===== src/rtl/muldiv_seq.sv =====
// muldiv_seq: sequential signed multiply/divide unit for the execute stage.
//
// Computes MUL / MULH with a one-bit-per-cycle shift-add multiplier and
// DIV / REM with a one-bit-per-cycle non-restoring divider, both working
// on operand magnitudes. The sign is applied once at the end.
//
// Ports:
//   clock       rising-edge clock
//   reset       asynchronous active-low reset
//   start       request pulse, accepted in IDLE or DONE
//   op          00 MUL, 01 MULH, 10 DIV, 11 REM
//   operand_a   signed multiplicand / dividend
//   operand_b   signed multiplier / divisor
//   flush       synchronous abort, wins over start
//   busy        high in PREP, RUN and FIN
//   result_rdy  one-cycle pulse while result/exception are fresh
//   result      registered result, held until the next FIN
//   exception   registered error flag, qualified by result_rdy
//
// Optional build macro: MULDIV_EARLY_EXIT_EN
//   When defined, PREP jumps straight to FIN if either operand is zero,
//   skipping the iteration phase. Results are identical either way.

module muldiv_seq #(
  parameter int WIDTH = 32,
  parameter int CNT_W = $clog2(WIDTH) + 1
) (
  input  logic             clock,
  input  logic             reset,
  input  logic             start,
  input  logic [1:0]       op,
  input  logic [WIDTH-1:0] operand_a,
  input  logic [WIDTH-1:0] operand_b,
  input  logic             flush,
  output logic             busy,
  output logic             result_rdy,
  output logic [WIDTH-1:0] result,
  output logic             exception
);

  localparam int W2 = 2 * WIDTH;

  typedef enum logic [2:0] {
    S_IDLE = 3'd0,
    S_PREP = 3'd1,
    S_RUN  = 3'd2,
    S_FIN  = 3'd3,
    S_DONE = 3'd4
  } state_t;

  // Two's-complement negation helpers.
  function automatic logic [WIDTH-1:0] neg_w(input logic [WIDTH-1:0] v);
    return ~v + WIDTH'(1'b1);
  endfunction

  function automatic logic [W2-1:0] neg_w2(input logic [W2-1:0] v);
    return ~v + W2'(1'b1);
  endfunction

  // Magnitude as unsigned; MIN_INT maps to 2^(WIDTH-1), which still fits.
  function automatic logic [WIDTH-1:0] abs_w(input logic [WIDTH-1:0] v);
    return v[WIDTH-1] ? neg_w(v) : v;
  endfunction

  state_t             state_r;
  logic [1:0]         op_r;
  logic [WIDTH-1:0]   a_r;
  logic [WIDTH-1:0]   b_r;
  // Partial product high half (MUL) or signed partial remainder (DIV).
  // Two extra bits keep the remainder sign exact when the divisor is 2^(WIDTH-1).
  logic [WIDTH+1:0]   acc_r;
  // Multiplier / product low half (MUL) or dividend / quotient (DIV).
  logic [WIDTH-1:0]   shift_r;
  logic [WIDTH-1:0]   mag_b_r;
  logic               neg_r;
  logic [CNT_W-1:0]   cnt_r;
  logic               busy_r;
  logic               rdy_r;
  logic [WIDTH-1:0]   result_r;
  logic               exc_r;

  logic [WIDTH:0]     mul_sum_s;
  logic [WIDTH+1:0]   div_shl_s;
  logic [WIDTH+1:0]   div_dext_s;
  logic [WIDTH+1:0]   div_new_s;
  logic [W2-1:0]      prod_s;
  logic [WIDTH-1:0]   rem_mag_s;
  logic [WIDTH-1:0]   quot_s;
  logic [WIDTH-1:0]   rem_s;
  logic               b_zero_s;
  logic               min_neg1_s;
  logic [WIDTH-1:0]   fin_result_s;
  logic               fin_exc_s;

  assign b_zero_s   = (b_r == {WIDTH{1'b0}});
  assign min_neg1_s = (a_r == {1'b1, {(WIDTH-1){1'b0}}}) && (b_r == {WIDTH{1'b1}});

`ifdef MULDIV_EARLY_EXIT_EN
  // A zero operand makes every op trivial: product 0, or quotient/remainder 0,
  // or the divide-by-zero override applied in FIN.
  logic early_s;
  assign early_s = (a_r == {WIDTH{1'b0}}) || (b_r == {WIDTH{1'b0}});
`endif

  // One iteration of the shift-add multiplier and of the non-restoring divider.
  always_comb begin
    mul_sum_s  = {1'b0, acc_r[WIDTH-1:0]}
               + (shift_r[0] ? {1'b0, mag_b_r} : {(WIDTH+1){1'b0}});
    div_shl_s  = {acc_r[WIDTH:0], shift_r[WIDTH-1]};
    div_dext_s = {2'b00, mag_b_r};
    if (acc_r[WIDTH+1]) begin
      div_new_s = div_shl_s + div_dext_s;
    end else begin
      div_new_s = div_shl_s - div_dext_s;
    end
  end

  // Final sign application and output selection evaluated during FIN.
  always_comb begin
    prod_s = neg_r ? neg_w2({acc_r[WIDTH-1:0], shift_r}) : {acc_r[WIDTH-1:0], shift_r};
    // A negative final remainder gets the one deferred restore step.
    if (acc_r[WIDTH+1]) begin
      rem_mag_s = acc_r[WIDTH-1:0] + mag_b_r;
    end else begin
      rem_mag_s = acc_r[WIDTH-1:0];
    end
    quot_s       = neg_r ? neg_w(shift_r) : shift_r;
    rem_s        = neg_r ? neg_w(rem_mag_s) : rem_mag_s;
    fin_result_s = {WIDTH{1'b0}};
    fin_exc_s    = 1'b0;
    case (op_r)
      2'b00: begin
        fin_result_s = prod_s[WIDTH-1:0];
        // Overflow unless the top WIDTH+1 bits are all equal.
        fin_exc_s    = ~((&prod_s[W2-1:WIDTH-1]) | ~(|prod_s[W2-1:WIDTH-1]));
      end
      2'b01: begin
        fin_result_s = prod_s[W2-1:WIDTH];
        fin_exc_s    = 1'b0;
      end
      2'b10: begin
        if (b_zero_s) begin
          fin_result_s = {WIDTH{1'b0}};
          fin_exc_s    = 1'b1;
        end else begin
          // MIN_INT / -1 already yields MIN_INT from the magnitude path.
          fin_result_s = quot_s;
          fin_exc_s    = min_neg1_s;
        end
      end
      2'b11: begin
        if (b_zero_s) begin
          fin_result_s = {WIDTH{1'b0}};
          fin_exc_s    = 1'b1;
        end else begin
          fin_result_s = rem_s;
          fin_exc_s    = 1'b0;
        end
      end
      default: begin
        fin_result_s = {WIDTH{1'b0}};
        fin_exc_s    = 1'b0;
      end
    endcase
  end

  // Control FSM, datapath registers and registered outputs.
  always_ff @(posedge clock or negedge reset) begin
    if (!reset) begin
      state_r  <= S_IDLE;
      op_r     <= 2'b00;
      a_r      <= {WIDTH{1'b0}};
      b_r      <= {WIDTH{1'b0}};
      acc_r    <= {(WIDTH+2){1'b0}};
      shift_r  <= {WIDTH{1'b0}};
      mag_b_r  <= {WIDTH{1'b0}};
      neg_r    <= 1'b0;
      cnt_r    <= {CNT_W{1'b0}};
      busy_r   <= 1'b0;
      rdy_r    <= 1'b0;
      result_r <= {WIDTH{1'b0}};
      exc_r    <= 1'b0;
    end else begin
      rdy_r <= 1'b0;
      if (flush) begin
        state_r <= S_IDLE;
        busy_r  <= 1'b0;
      end else begin
        case (state_r)
          S_IDLE, S_DONE: begin
            if (start) begin
              op_r    <= op;
              a_r     <= operand_a;
              b_r     <= operand_b;
              state_r <= S_PREP;
              busy_r  <= 1'b1;
            end else begin
              state_r <= S_IDLE;
              busy_r  <= 1'b0;
            end
          end
          S_PREP: begin
            acc_r   <= {(WIDTH+2){1'b0}};
            shift_r <= abs_w(a_r);
            mag_b_r <= abs_w(b_r);
            cnt_r   <= {CNT_W{1'b0}};
            // REM follows the dividend sign; the rest follow sign(a) xor sign(b).
            neg_r   <= (op_r == 2'b11) ? a_r[WIDTH-1] : (a_r[WIDTH-1] ^ b_r[WIDTH-1]);
`ifdef MULDIV_EARLY_EXIT_EN
            if (early_s) begin
              shift_r <= {WIDTH{1'b0}};
              state_r <= S_FIN;
            end else begin
              state_r <= S_RUN;
            end
`else
            state_r <= S_RUN;
`endif
          end
          S_RUN: begin
            if (op_r[1]) begin
              acc_r   <= div_new_s;
              shift_r <= {shift_r[WIDTH-2:0], ~div_new_s[WIDTH+1]};
            end else begin
              acc_r   <= {1'b0, 1'b0, mul_sum_s[WIDTH:1]};
              shift_r <= {mul_sum_s[0], shift_r[WIDTH-1:1]};
            end
            cnt_r <= cnt_r + CNT_W'(1'b1);
            if (cnt_r == CNT_W'(WIDTH - 1)) begin
              state_r <= S_FIN;
            end else begin
              state_r <= S_RUN;
            end
          end
          S_FIN: begin
            result_r <= fin_result_s;
            exc_r    <= fin_exc_s;
            rdy_r    <= 1'b1;
            busy_r   <= 1'b0;
            state_r  <= S_DONE;
          end
          default: begin
            state_r <= S_IDLE;
            busy_r  <= 1'b0;
          end
        endcase
      end
    end
  end

  assign busy       = busy_r;
  assign result_rdy = rdy_r;
  assign result     = result_r;
  assign exception  = exc_r;

endmodule


===== config.mk =====
export PLATFORM = sky130hd
export DESIGN_NAME = muldiv_seq
export DESIGN_NICKNAME = d
export VERILOG_FILES = /design/src/rtl/muldiv_seq.sv
export SDC_FILE = /design/constraint.sdc
export NUM_CORES = 1
export LEC_CHECK = 0
export CORE_ASPECT_RATIO = 1.4
export CORE_MARGIN = 2
export CORE_UTILIZATION = 60
export DETAILED_ROUTE_END_ITERATION = 8
export PLACE_DENSITY = 0.8
export SLEW_MARGIN = 20
export SYNTH_ARGS = -nofsm -noshare
export SYNTH_HDL_FRONTEND = slang
export SYNTH_SLANG_ARGS = --single-unit

===== constraint.sdc =====
create_clock -name clock -period 9.4 [get_ports clock]
set_clock_uncertainty 0.2 [all_clocks]
set_input_delay 1.88 -clock clock [delete_from_list [all_inputs] [get_ports clock]]
set_output_delay 1.88 -clock clock [all_outputs]
set_load 0.02 [all_outputs]

# [Word level (Yosys, flattened, before mapping)]
# Cells that the tools add are included.
# W data, S select, Z words.
[totals] reg_bits=209 word_cells=87
[classes] addsub=10 eq_ne=11 muxes=29 n_bitwise=11 reduce_logical=13
[ops] op="$mux W32" count=9
[ops] op="$add A32 B1 Y32 const B" count=4
[ops] op="$not A32 Y32" count=4
[ops] op="$pmux W32 S4" count=1
[ops] op="$mux W34" count=2
[ops] op="$pmux W34 S2" count=1
[ops] op="$add A64 B1 Y64 const B" count=1
[ops] op="$eq A32 B32 Y1 const B" count=2
[ops] op="$mux W64" count=1
[ops] op="$not A64 Y64" count=1
[ops] op="$pmux W32 S2" count=1
[ops] op="$add A34 B32 Y34" count=1
[ops] op="$sub A34 B32 Y34" count=1
[ops] op="$add A32 B32 Y33" count=1
[ops] op="$reduce_and A33 Y1" count=1
[ops] op="$reduce_or A33 Y1" count=1
[ops] op="$add A32 B32 Y32" count=1
[ops] op="$logic_not A32 Y1" count=1
[ops] op="$pmux W3 S4" count=1
[ops] op="$pmux W6 S2" count=1
[ops] op="$mux W1" count=9
[ops] op="$add A6 B1 Y6 const B" count=1
[ops] op="$eq A3 B2 Y1 const B" count=2
[ops] op="$eq A6 B5 Y1 const B" count=1
[ops] op="18 further kinds" count=25

# [Logic depth before layout (Yosys ltp)]
# Gate-level depths: netlist (run 1).
[depth] word_depth=8 mapped_depth=23 depth_no_buf=20

# [Least setup slack after synthesis (run 1)]
# No wires, ideal clock.
[synth_path] kind="flip-flop to flip-flop" start="register acc_r[33]" end="register acc_r[30]" arrival_ps=5707 setup_slack_ps=3362 stages_incl_launch_ff=24 period_less_slack_ps=6038 cell_sequence="dfrtp_1 -> clkbuf_1 -> clkbuf_1 -> buf_1 -> clkbuf_1 -> clkbuf_1 -> buf_1 -> clkbuf_1 -> buf_1 -> nor2_1 -> xor2_1 -> ha_1 -> nor2b_1 -> o21ai_0 -> a21boi_0 -> o21ai_0 -> a21oi_1 -> a311oi_1 -> o21ai_0 -> a221oi_1 -> o21ai_0 -> xor2_1 -> a22oi_1 -> o21ai_0"
[synth_between] elab_chain_cells=3
[synth_rtl] element="start: declaration" line="71" rtl="logic [WIDTH+1:0] acc_r;"
[synth_rtl] element="start signal: assignment" line="174" rtl="acc_r <= {(WIDTH+2){1'b0}};"
[synth_rtl] element="start signal: assignment" line="203" rtl="acc_r <= {(WIDTH+2){1'b0}};"
[synth_rtl] element="start signal: assignment" line="222" rtl="acc_r <= div_new_s;"
[synth_rtl] element="$mux W34" line="111" rtl="if (acc_r[WIDTH+1]) begin"
[synth_rtl] element="$mux W34" line="221" rtl="if (op_r[1]) begin"
[synth_rtl] element="$pmux W34 S2" line="189" rtl="case (state_r)"
# Every way passes these cells.
# A chain may end at the register's enable or synchronous reset.

# [Final worst setup path (run 1)]
[layout_path] start="register mag_b_r[6]" end="register acc_r[30]"
[layout_between] elab_chain_cells=4 word_cells_on_any_way=7 cone_classes="3 x add/sub; 4 x mux"
[layout_rtl] element="start: declaration" line="74" rtl="logic [WIDTH-1:0] mag_b_r;"
[layout_rtl] element="start signal: assignment" line="176" rtl="mag_b_r <= {WIDTH{1'b0}};"
[layout_rtl] element="start signal: assignment" line="205" rtl="mag_b_r <= abs_w(b_r);"
[layout_rtl] element="$sub A34 B32 Y34, or another cell as far along" line="114" rtl="div_new_s = div_shl_s - div_dext_s;"
[layout_rtl] element="$mux W34 / $add A32 B32 Y33 (equally long branches)" line="111, 108"
[layout_rtl] element="$mux W34 (*)" line="221"
[layout_rtl] element="$pmux W34 S2 (*)" line="189"
[layout_rtl] element="end signal: assignment" line="203"
[layout_rtl] element="end signal: assignment" line="222"
[layout_rtl] element="end signal: assignment" line="225" rtl="acc_r <= {1'b0, 1'b0, mul_sum_s[WIDTH:1]};"
# Mark *: on every way between the ends. The rest lies on a longest branch, timed or not.

==> results of run 1 <==
==> Yosys cell counts, drive strengths merged (8+ instances only) <==
cell,number,area share
nor4,23,0.0084
o21a,10,0.0041
buf,14,0.0034
o21bai,10,0.0041
a21o,43,0.017
inv,53,0.011
nor3,49,0.013
or3,33,0.012
clkbuf,96,0.019
nand2,274,0.056
o21ai,280,0.076
nor2b,17,0.0057
nor2,152,0.031
o22ai,8,0.0027
and3,14,0.0047
ha,103,0.070
and2,30,0.010
a22oi,11,0.0045
o211ai,21,0.0085
mux2,64,0.039
or4,27,0.012
o41ai,22,0.012
or2,12,0.0041
a21oi,127,0.034
dfrtp,209,0.28
xor2,124,0.059
nand4,29,0.0098
nand3,46,0.012
mux2i,44,0.024
a221oi,9,0.0043
a31oi,19,0.0064
o31ai,44,0.018
nand2b,26,0.0088
xnor2,128,0.061
==> placed cells by master (no fill, tap or decap), types with 17 or more instances in the layout <==
cell             Yosys  final
o211ai_1            21     21
mux2i_1             44     44
nand4_1             29     29
xnor2_1            128    128
dfrtp_1            209    206
xor2_1             124    124
clkbuf_16            0     23
nor2_1             152    150
ha_1               103    103
nand2_1            274    274
clkdlybuf4s50_1      0    103
nand2b_1            26     26
o41ai_1             19     19
buf_4                0     20
or4_1               24     24
nand3_1             46     46
or3_1               31     30
inv_1               53     53
and2_1              30     30
nor4_1              21     21
o21ai_0            280    280
nor2b_1             17     17
mux2_2              64     64
nor3_1              49     49
o31ai_1             43     43
a21oi_1            127    127
a21o_1              43     43
a31oi_1             19     19
==> cell type report <==
| class | count | area, um^2 | share of cell area |
|---|---|---|---|
| multi-input cells | 1905 | 12690 | 0.6159 |
| flip-flops and latches | 209 | 5236 | 0.2542 |
| repair buffers | 125 | 1222 | 0.05935 |
| clock buffers | 30 | 641.9 | 0.03116 |
| well taps | 390 | 488.0 | 0.02369 |
| inverters | 55 | 206.4 | 0.01002 |
| clock inverters | 10 | 117.6 | 0.005710 |
==> flip-flops by register name, indices dropped and copies added, names as in the netlist <==
| register | count |
|---|---|
| acc_r | 34 |
| a_r | 32 |
| b_r | 32 |
| mag_b_r | 32 |
| result | 32 |
| shift_r | 32 |
| cnt_r | 6 |
| state_r | 3 |
| op_r | 2 |
| busy | 1 |
| exception | 1 |
| neg_r | 1 |
| result_rdy | 1 |
==> cell families (layout without fill, tap and decap cells) <==
logic type,Yosys count,after routing,synth area share
and+or+nand+nor,758,758,0.1986
xor gates and xnor gates,253,253,0.1204
muxes,108,108,0.06268
AOI/OAI and AO/OA,680,680,0.2291
DFF,209,209,0.2823
buffers and inverters,165,220,0.03398
adders and majority gates,106,106,0.07281
==> metrics by stage <==
step / std cells / area [um^2] / setup WS [ns]
final: 2724 / 20600 / 3.955
after global routing: 2724 / 20600 / 3.571
after CTS: 2723 / 20570 / 4.039
after detailed placement: 2683 / 19810 / 4.070
after global placement: 2683 / 19810 / 4.107
after floorplan: 2279 / 18520 / 3.362
==> metal layers <==
metal,global-route usage,vias to the layer above
met5,0,-
met4,0.1670,0
met3,0.04360,167
met2,0.6159,692
met1,0.4388,8529
li1,-,8376
==> critical path: cells and delay by family, from the launching register on <==
kind	cells	cell delay, ns
simple gates	5	2.14
fa+ha+maj	1	0.35
compound gates	8	1.81
xor+xnor	2	0.35
flops	1	0.46
==> power breakdown <==
group / switching [uW] / leakage [uW] / internal (uW)
sequential: 694 / 0.00262 / 1210
clock: 388 / 0.000372 / 537
combinational: 3010 / 0.00564 / 2140
==> path summary, 6_finish.rpt <==
kind                            slack, ns  depth (start not counted)         end  startpoint
worst max-delay path                 3.96                         16   acc_r[30]  mag_b_r[6]
worst min-delay path                 0.29                          2  result[21]  result[21]
worst max register to register       3.96                         16   acc_r[30]  mag_b_r[6]
worst min register to register       0.29                          2  result[21]  result[21]
max in group asynchronous            5.73                          3  result[14]       reset
min in group asynchronous            1.24                          1   acc_r[19]       reset
==> flow_summary.yaml, run 1 <==
run_status:
  run_status: "complete, no violations"
synthesis:
  synthesis.area_mm2: 0.01852
  synthCells: 2279
  seq_area_frac_synth: 0.2823
  post_synth_num_cell_types: 79
  synthesis.yosys.warnings: 0
  postSynthNetCount: 2455
  synth_async_reset_ratio: 1.000
  avgSynthCellArea_um2: 8.128
  synthFlopType: "dfrtp_1"
  synth-seq-cells: 209
  synth-edff-count: 0
grt:
  grt_use_total: 0.3540
  antenna_found_initial: 0
  grt_pass1_wl_um: 92630
  grt_start_max_net_pins: 110
  grt_pass1_vias: 17370
  grt-ovfl-total: 0
cells_and_area:
  flow.area_growth_from_synthesis_pct: 11.20
  antenna-diode-count: 0
  drive_gt1_frac: 0.06769
  final_util: 0.6727
  fin_nets: 2494
  filler_cell_count_in_the_final_layout: 2574
cts:
  cts.repair.resized: 0
  htree_levels: 1
  path_clk_slew_ns: 0.06
  post_cts_buffers: 0
  cts.sinks: 209
  cts_buffer_depth: 3
  cts.hold.buffers_added: 0
  clock_tree_from_tritoncts: "done"
  clk-insertion-delay-late_ns: 0.54
  number_of_clock_buffers_inserted_by_tritoncts: 22
  cts.root.buffer_cell: "clkbuf_16"
timing:
  worst_hold_slack_ns: 0.2858
  least_margin_pin_slew_ns: 1.079
  post-route-period-util: 0.5792
  grt_setup_unrepaired: "false"
  slew_viol_final: 0
  total_of_endpoints_with_negative_setup_slack_in_the_final_report: 0
  hold_viol_final: 0
  finalSetupTns_ns: 0
  post-route-min-period_ns: 5.445
  max_slew_margin: 0.2754
  fmax_ghz: 0.1837
die:
  rows: 76
  core-area_mm2: 0.03062
  design.die.area_mm2: 0.03231
  die-width_um: 152.5
  die_h_um: 211.9
  pin_count: 105
  initial_core_util: 0.6050
setup_path:
  critical-path-slowest-cell: "nor4_1"
  critical_path_peak_fanout: 7
  worst_path_largest_cell_delay_ns: 0.58
  cp_common_cell: "o21ai_0"
  worstPathCellList: "or4_1 > or3_1 > or4_1 > nor4_1 > a21oi_1 > xor2_1 > ha_1 > a21oi_1 > nor2b_1 > a311oi_1 > o21ai_0 > a221oi_1 > o21ai_0 > xor2_1 > a22oi_1 > o21ai_0"
  critPathLaunchType: "flip-flop"
  worst-endpoint-arrival_ns: 5.65
  crit_required_ns: 9.60
  crit_type: "flip-flop to flip-flop"
  worstSetupEndpointType: "flip-flop"
routing:
  drt.antenna.violating_nets: 0
  detailroute.wirelength.met3_um: 3643
  totalWireLength_um: 58100
  dr.max_layer_used: "met4"
  drt_iter0_drc: 1469
  route.vias.total: 17760
  routed-wl-met2_um: 28480
  drtPass1Iterations: 6
  wl_per_cell_um: 21.33
  drc: 0
  routed_via_density: 6.521
  m1WireLength_um: 23170
pwr:
  totalPowerFinal_uw: 7988
  power_leakage_uw: 0.008632
  vdd_drop_max_v: 0.0001943
  cellPowerDensity_mw_per_mm2: 387.8
place:
  placement.io_buffers: 104
  gp_routability_congestion: 0.9681
  total_half_perimeter_wirelength_after_legalization_and_detailed_placement_um: 44180
job:
  max_cap_viol_count: 0
worst_hold_path:
  worstHoldPathType: "flip-flop to flip-flop"
No activity file was read; power rests on OpenSTA's default activity.
==> run 2: changes to the inputs <==
==> constraint.sdc (replaced) <==
create_clock -name clock -period 5.2 [get_ports clock]
set_clock_uncertainty 0.2 [all_clocks]
set_input_delay 1.04 -clock clock [delete_from_list [all_inputs] [get_ports clock]]
set_output_delay 1.04 -clock clock [all_outputs]
set_load 0.02 [all_outputs]
==> run 2 against run 1 <==
  * Setup slack got worse by 3.8 ns
  * Flip-flop and latch count is the same
  * Largest power group unchanged
  * Global-route usage up 0.91 points
==> flow_summary.yaml, run 2 (same netlist as run 1, synthesis figures left out) <==
run_status:
  run_status: "complete, no violations"
routing:
  drt_iter0_drc: 1312
  drc: 0
  totalWireLength_um: 59620
  wl_per_cell_um: 21.51
  drtPass1Iterations: 6
  routed_via_density: 6.479
  route.vias.total: 17960
  drt.antenna.violating_nets: 0
grt:
  grt_pass1_wl_um: 94250
  antenna_found_initial: 0
  grt_pass1_vias: 17380
  grt-ovfl-total: 0
  grt_start_max_net_pins: 120
  grt_use_total: 0.3631
cts:
  cts.root.buffer_cell: "clkbuf_16"
  htree_levels: 1
  clk-insertion-delay-late_ns: 0.53
  number_of_clock_buffers_inserted_by_tritoncts: 22
  clock_tree_from_tritoncts: "done"
  cts.hold.buffers_added: 0
  path_clk_slew_ns: 0.06
  cts_buffer_depth: 3
  cts.sinks: 209
  post_cts_buffers: 0
place:
  total_half_perimeter_wirelength_after_legalization_and_detailed_placement_um: 45720
  gp_routability_congestion: 0.9926
  placement.io_buffers: 104
  postPlaceCellArea_mm2: 0.02019
setup_path:
  critPathLaunchType: "flip-flop"
  worst_path_largest_cell_delay_ns: 0.57
  worstPathCellList: "or4_4 > or3_4 > or4_4 > nor2_2 > nor2_1 > xor2_1 > ha_1 > inv_1 > o21bai_1 > a21o_1 > a21oi_1 > o21ai_0 > a311oi_1 > o21ai_1 > a221oi_1 > buf_4 > o21ai_0 > xor2_1 > a22oi_1 > o21ai_0"
  worstSetupEndpointType: "flip-flop"
  cp_common_cell: "o21ai_0"
  r2r_setup_slack_ns: 0.19
  crit_type: "flip-flop to flip-flop"
  critical_path_peak_fanout: 4
  crit_required_ns: 5.40
  critical-path-slowest-cell: "or4_4"
  worst-endpoint-arrival_ns: 5.21
cells_and_area:
  fin_nets: 2543
  flow.area_growth_from_synthesis_pct: 13.03
  largest_register_ff_count: 34
  drive_gt1_frac: 0.08942
  layout.cells.most_common_list: "o21ai_0 (279), nand2_1 (274), dfrtp_1 (206)"
  mostFrequentLayoutCell: "o21ai_0"
  stdcell_area_mm2: 0.02094
  registers.top_by_ff_count: "acc_r"
  antenna-diode-count: 0
timing:
  max_slew_margin: 0.2948
  post-route-min-period_ns: 5.006
  total_of_endpoints_with_negative_setup_slack_in_the_final_report: 0
  slew_viol_final: 0
  finalSetupTns_ns: 0
  post-route-period-util: 0.9627
  fmax_ghz: 0.1998
  least_margin_pin_slew_ns: 1.055
  hold_viol_final: 0
pwr:
  vdd_drop_max_v: 0.0003572
  cellPowerDensity_mw_per_mm2: 702.0
  power_leakage_uw: 0.008847
die:
  pin_count: 105
  die_h_um: 211.9
  initial_core_util: 0.6050
  die-width_um: 152.5
  core-area_mm2: 0.03062
  rows: 76
  design.die.area_mm2: 0.03231
job:
  max_cap_viol_count: 0
worst_hold_path:
  worstHoldPathType: "flip-flop to flip-flop"
run 2: layout make-up:
cell class	count	area, um^2
inverter	55	206.4
multi-input combinational	1905	12720
clock buffer	30	631.9
tap	390	488.0
clock inverter	9	83.83
timing repair buffer	174	1570
fill	2546	9682
sequential	209	5236
run 2: critical path: cells and delay by family, from the launching register on:
kind / cells / cell delay [ns]
flip-flops: 1 / 0.39
buffers and inverters: 2 / 0.29
adder cells (fa/ha/maj): 1 / 0.32
AO/OA/AOI/OAI: 10 / 1.74
XOR/XNOR: 2 / 0.32
AND/OR/NAND/NOR: 5 / 1.61
run 2: power breakdown:
part / switching, uW / total (uW) / internal (uW)
Clock: 692 / 1600 / 903
Sequential: 985 / 3180 / 2200
Combinational: 5840 / 9920 / 4080
Total: 7520 / 14700 / 7180
run 2: per-layer routing:
layer / global-route usage / routed length (um) / vias up
met5: 0 / 0 / -
met4: 0.2130 / 3964 / 0
met3: 0.04463 / 3467 / 197
met2: 0.6218 / 28750 / 691
met1: 0.4414 / 23440 / 8585
li1: - / - / 8488
run 2: what timing repair did:
item / in CTS / in global routing
hold endpoints to repair: 0 / 0
gates resized for setup: 1 / 8
pin swaps: 0 / 0
endpoints found under the setup margin: 2 / 7
run 2: final timing paths:
kind | from | endpoint | cells after the start
min in group asynchronous | reset | acc_r[21] | 1
max in group asynchronous | reset | result[13] | 2
setup reg to reg | mag_b_r[8] | acc_r[30] | 20
hold / removal | busy | busy | 1
hold reg to reg | busy | busy | 1
setup / recovery | mag_b_r[8] | acc_r[30] | 20
run 2: stage by stage:
stage | worst slack [ns] | total power (uW) | std cells | utilization | hold slack, ns
floorplan | 0.07485 | 9899 | 2279 | - | 0.2692
global placement | 0.1089 | 12600 | 2733 | 0.6595 | 0.2661
detailed placement | 0.05690 | 12790 | 2733 | 0.6595 | 0.2650
CTS | 0.03426 | 14470 | 2772 | 0.6830 | 0.2793
global route | -0.02784 | 15770 | 2772 | 0.6838 | 0.2931
finish | 0.1939 | 14700 | 2772 | 0.6838 | 0.2762
==> run 3: changes to the inputs <==
--- a/config.mk
+++ b/config.mk
@@ -10,6 +10,7 @@
 export CORE_UTILIZATION = 60
 export DETAILED_ROUTE_END_ITERATION = 8
 export PLACE_DENSITY = 0.8
+export REMOVE_ABC_BUFFERS = 1
 export SLEW_MARGIN = 20
 export SYNTH_ARGS = -nofsm -noshare
 export SYNTH_HDL_FRONTEND = slang
==> constraint.sdc (replaced) <==
create_clock -name clock -period 6.15 [get_ports clock]
set_clock_uncertainty 0.2 [all_clocks]
set_input_delay 1.23 -clock clock [delete_from_list [all_inputs] [get_ports clock]]
set_output_delay 1.23 -clock clock [all_outputs]
set_load 0.02 [all_outputs]
==> run 3 against run 2 <==
  * Utilization fell by 0.61 points
  * Sequential share of layout area rose by 0.23 points
  * Cell count fell by 1.2%
  * Clock-buffer cell count rose by 1
  * Global-route usage rose by 0.44 points
  * Critical endpoint unchanged
  * Critical path depth fell by 1
  * Largest power group unchanged
  * Setup slack improved by 0.40 ns
  * First-iteration DRC count rose by 25%
  * Largest cell class unchanged
==> flow_summary.yaml, run 3 (same netlist as run 1, synthesis figures left out) <==
cells_and_area:
  layout.cells.most_common_list: "o21ai_0 (280), nand2_1 (274), dfrtp_1 (205)"
  filler_cell_count_in_the_final_layout: 2583
  largest_register_ff_count: 34
  drive_gt1_frac: 0.07489
  final_cells: 2740
  multi_input_logic_area_mm2: 0.01269
  final-seq-area_mm2: 0.005238
  antenna-diode-count: 0
  mostFrequentLayoutCell: "o21ai_0"
  fin_nets: 2512
  flow.area_growth_from_synthesis_pct: 12.02
  registers.top_by_ff_count: "acc_r"
run_status:
  run_status: "complete, no violations"
setup_path:
  r2r_setup_slack_ns: 0.59
  worst-endpoint-arrival_ns: 5.76
  critical-path-slowest-cell: "a221oi_1"
  timing.rr.end: "acc_r[30]"
  critical_path_peak_fanout: 7
  crit_type: "flip-flop to flip-flop"
  worstRegToRegCells: 19
  worst_path_largest_cell_delay_ns: 0.63
  startpoint_of_the_most_critical_register_to_register_path: "mag_b_r[6]"
  cp_common_cell: "o21ai_0"
  worstPathCellList: "or4_1 > or3_1 > or4_1 > nor2_1 > nor2_1 > xor2_1 > ha_1 > inv_1 > o21bai_1 > a21o_1 > a21oi_1 > o21ai_0 > a311oi_1 > o21ai_0 > a221oi_1 > o21ai_0 > xor2_1 > a22oi_1 > o21ai_0"
  worstSetupEndpointType: "flip-flop"
  critPathLaunchType: "flip-flop"
  crit_required_ns: 6.36
timing:
  post-route-min-period_ns: 5.558
  max_slew_margin: 0.3125
  hold_viol_final: 0
  worst_hold_slack_ns: 0.2885
  grt_setup_unrepaired: "false"
  timing.final.ws_setup_ns: 0.5919
  post-route-period-util: 0.9038
  total_of_endpoints_with_negative_setup_slack_in_the_final_report: 0
  slew_viol_final: 0
  fmax_ghz: 0.1799
  least_margin_pin_slew_ns: 1.027
place:
  detailedPlace.worstSlack_ns: 0.7079
  placement.io_buffers: 104
  total_half_perimeter_wirelength_after_legalization_and_detailed_placement_um: 45600
  gp_routability_congestion: 0.9657
  numPlacedInstances: 2700
grt:
  busiest_layer: "met2"
  met3_resource_use_gr: 0.04053
  grt-ovfl-total: 0
  grt_use_total: 0.3675
  groute.layer.met1.usage: 0.4393
  gr_layer_usage_met2: 0.6378
  grt_pass1_wl_um: 94830
  antenna_found_initial: 0
  grt_pass1_vias: 17780
  grt_start_max_net_pins: 117
pwr:
  cellPowerDensity_mw_per_mm2: 589.3
  vdd_drop_max_v: 0.0003075
  power_leakage_uw: 0.008716
die:
  design.die.area_mm2: 0.03231
  die_h_um: 211.9
  pin_count: 105
  rows: 76
  core-area_mm2: 0.03062
  initial_core_util: 0.6050
  die-width_um: 152.5
routing:
  routed_via_density: 6.573
  wl_per_cell_um: 22.01
  drc: 0
  totalWireLength_um: 60300
  route.vias.total: 18010
  drt.antenna.violating_nets: 0
  drtPass1Iterations: 7
  drt_iter0_drc: 1638
cts:
  clock_tree_from_tritoncts: "done"
  cts.hold.buffers_added: 0
  number_of_clock_buffers_inserted_by_tritoncts: 23
  post_cts_buffers: 0
  cts_buffer_depth: 3
  clk-insertion-delay-late_ns: 0.54
  cts.repair.resized: 0
  htree_levels: 1
  path_clk_slew_ns: 0.06
  cts.sinks: 209
  cts.root.buffer_cell: "clkbuf_16"
worst_hold_path:
  whs_endpoint: "result[25]"
  worstHoldPathType: "flip-flop to flip-flop"
  hold_start: "result[25]"
  holdPathStages: 2
job:
  max_cap_viol_count: 0
-- run 3: area by class of cell --
cell class,count,area share
Sequential cell,209,0.2524
Clock inverter,8,0.004884
Inverter,55,0.009949
Timing Repair Buffer,142,0.06597
Tap cell,390,0.02352
Multi-Input combinational cell,1905,0.6117
Clock buffer,31,0.03160
-- run 3: critical path: cells and delay by family, from the launching register on --
kind                       cells  cell delay, ns
xor gates and xnor gates       2            0.33
AOI/OAI and AO/OA             10            2.23
adders and majority gates      1            0.33
DFF                            1            0.45
and+or+nand+nor                5            1.73
buffers and inverters          1            0.13
-- run 3: worst max-delay path by stage --
stage / endpoint / cells after the start / start / slack, ns
2_1_floorplan: a_r[10] / 3 / start / -1.22
5_1_grt: acc_r[30] / 19 / mag_b_r[6] / 0.11
3_5_place_dp: acc_r[30] / 19 / mag_b_r[6] / 0.71
6_report: acc_r[30] / 19 / mag_b_r[6] / 0.59
3_3_place_gp: acc_r[33] / 19 / mag_b_r[6] / 0.78
4_1_cts: acc_r[30] / 19 / mag_b_r[6] / 0.68
-- run 3: routing by layer --
layer / wire, um / part of all wire
met1: 23260 / 0.39
met4: 4026 / 0.067
met2: 29440 / 0.49
met3: 3577 / 0.059
met5: 0 / 0
-- run 3: stage by stage --
| stage | cell area, um^2 | total power (uW) | utilization | TNS [ns] |
|---|---|---|---|---|
| 2_1_floorplan | 18100 | 8296 | - | -79.34 |
| 3_3_place_gp | 19950 | 10450 | 0.6516 | 0 |
| 3_5_place_dp | 19970 | 10610 | 0.6523 | 0 |
| 4_1_cts | 20730 | 12100 | 0.6770 | 0 |
| 5_1_grt | 20750 | 13170 | 0.6777 | 0 |
| 6_report | 20750 | 12230 | 0.6777 | 0 |
-- run 3: where the power goes --
part / internal (uW) / total, uW / switching (uW)
clock network: 828 / 1440 / 607
logic: 3300 / 7960 / 4660
registers: 1860 / 2830 / 974
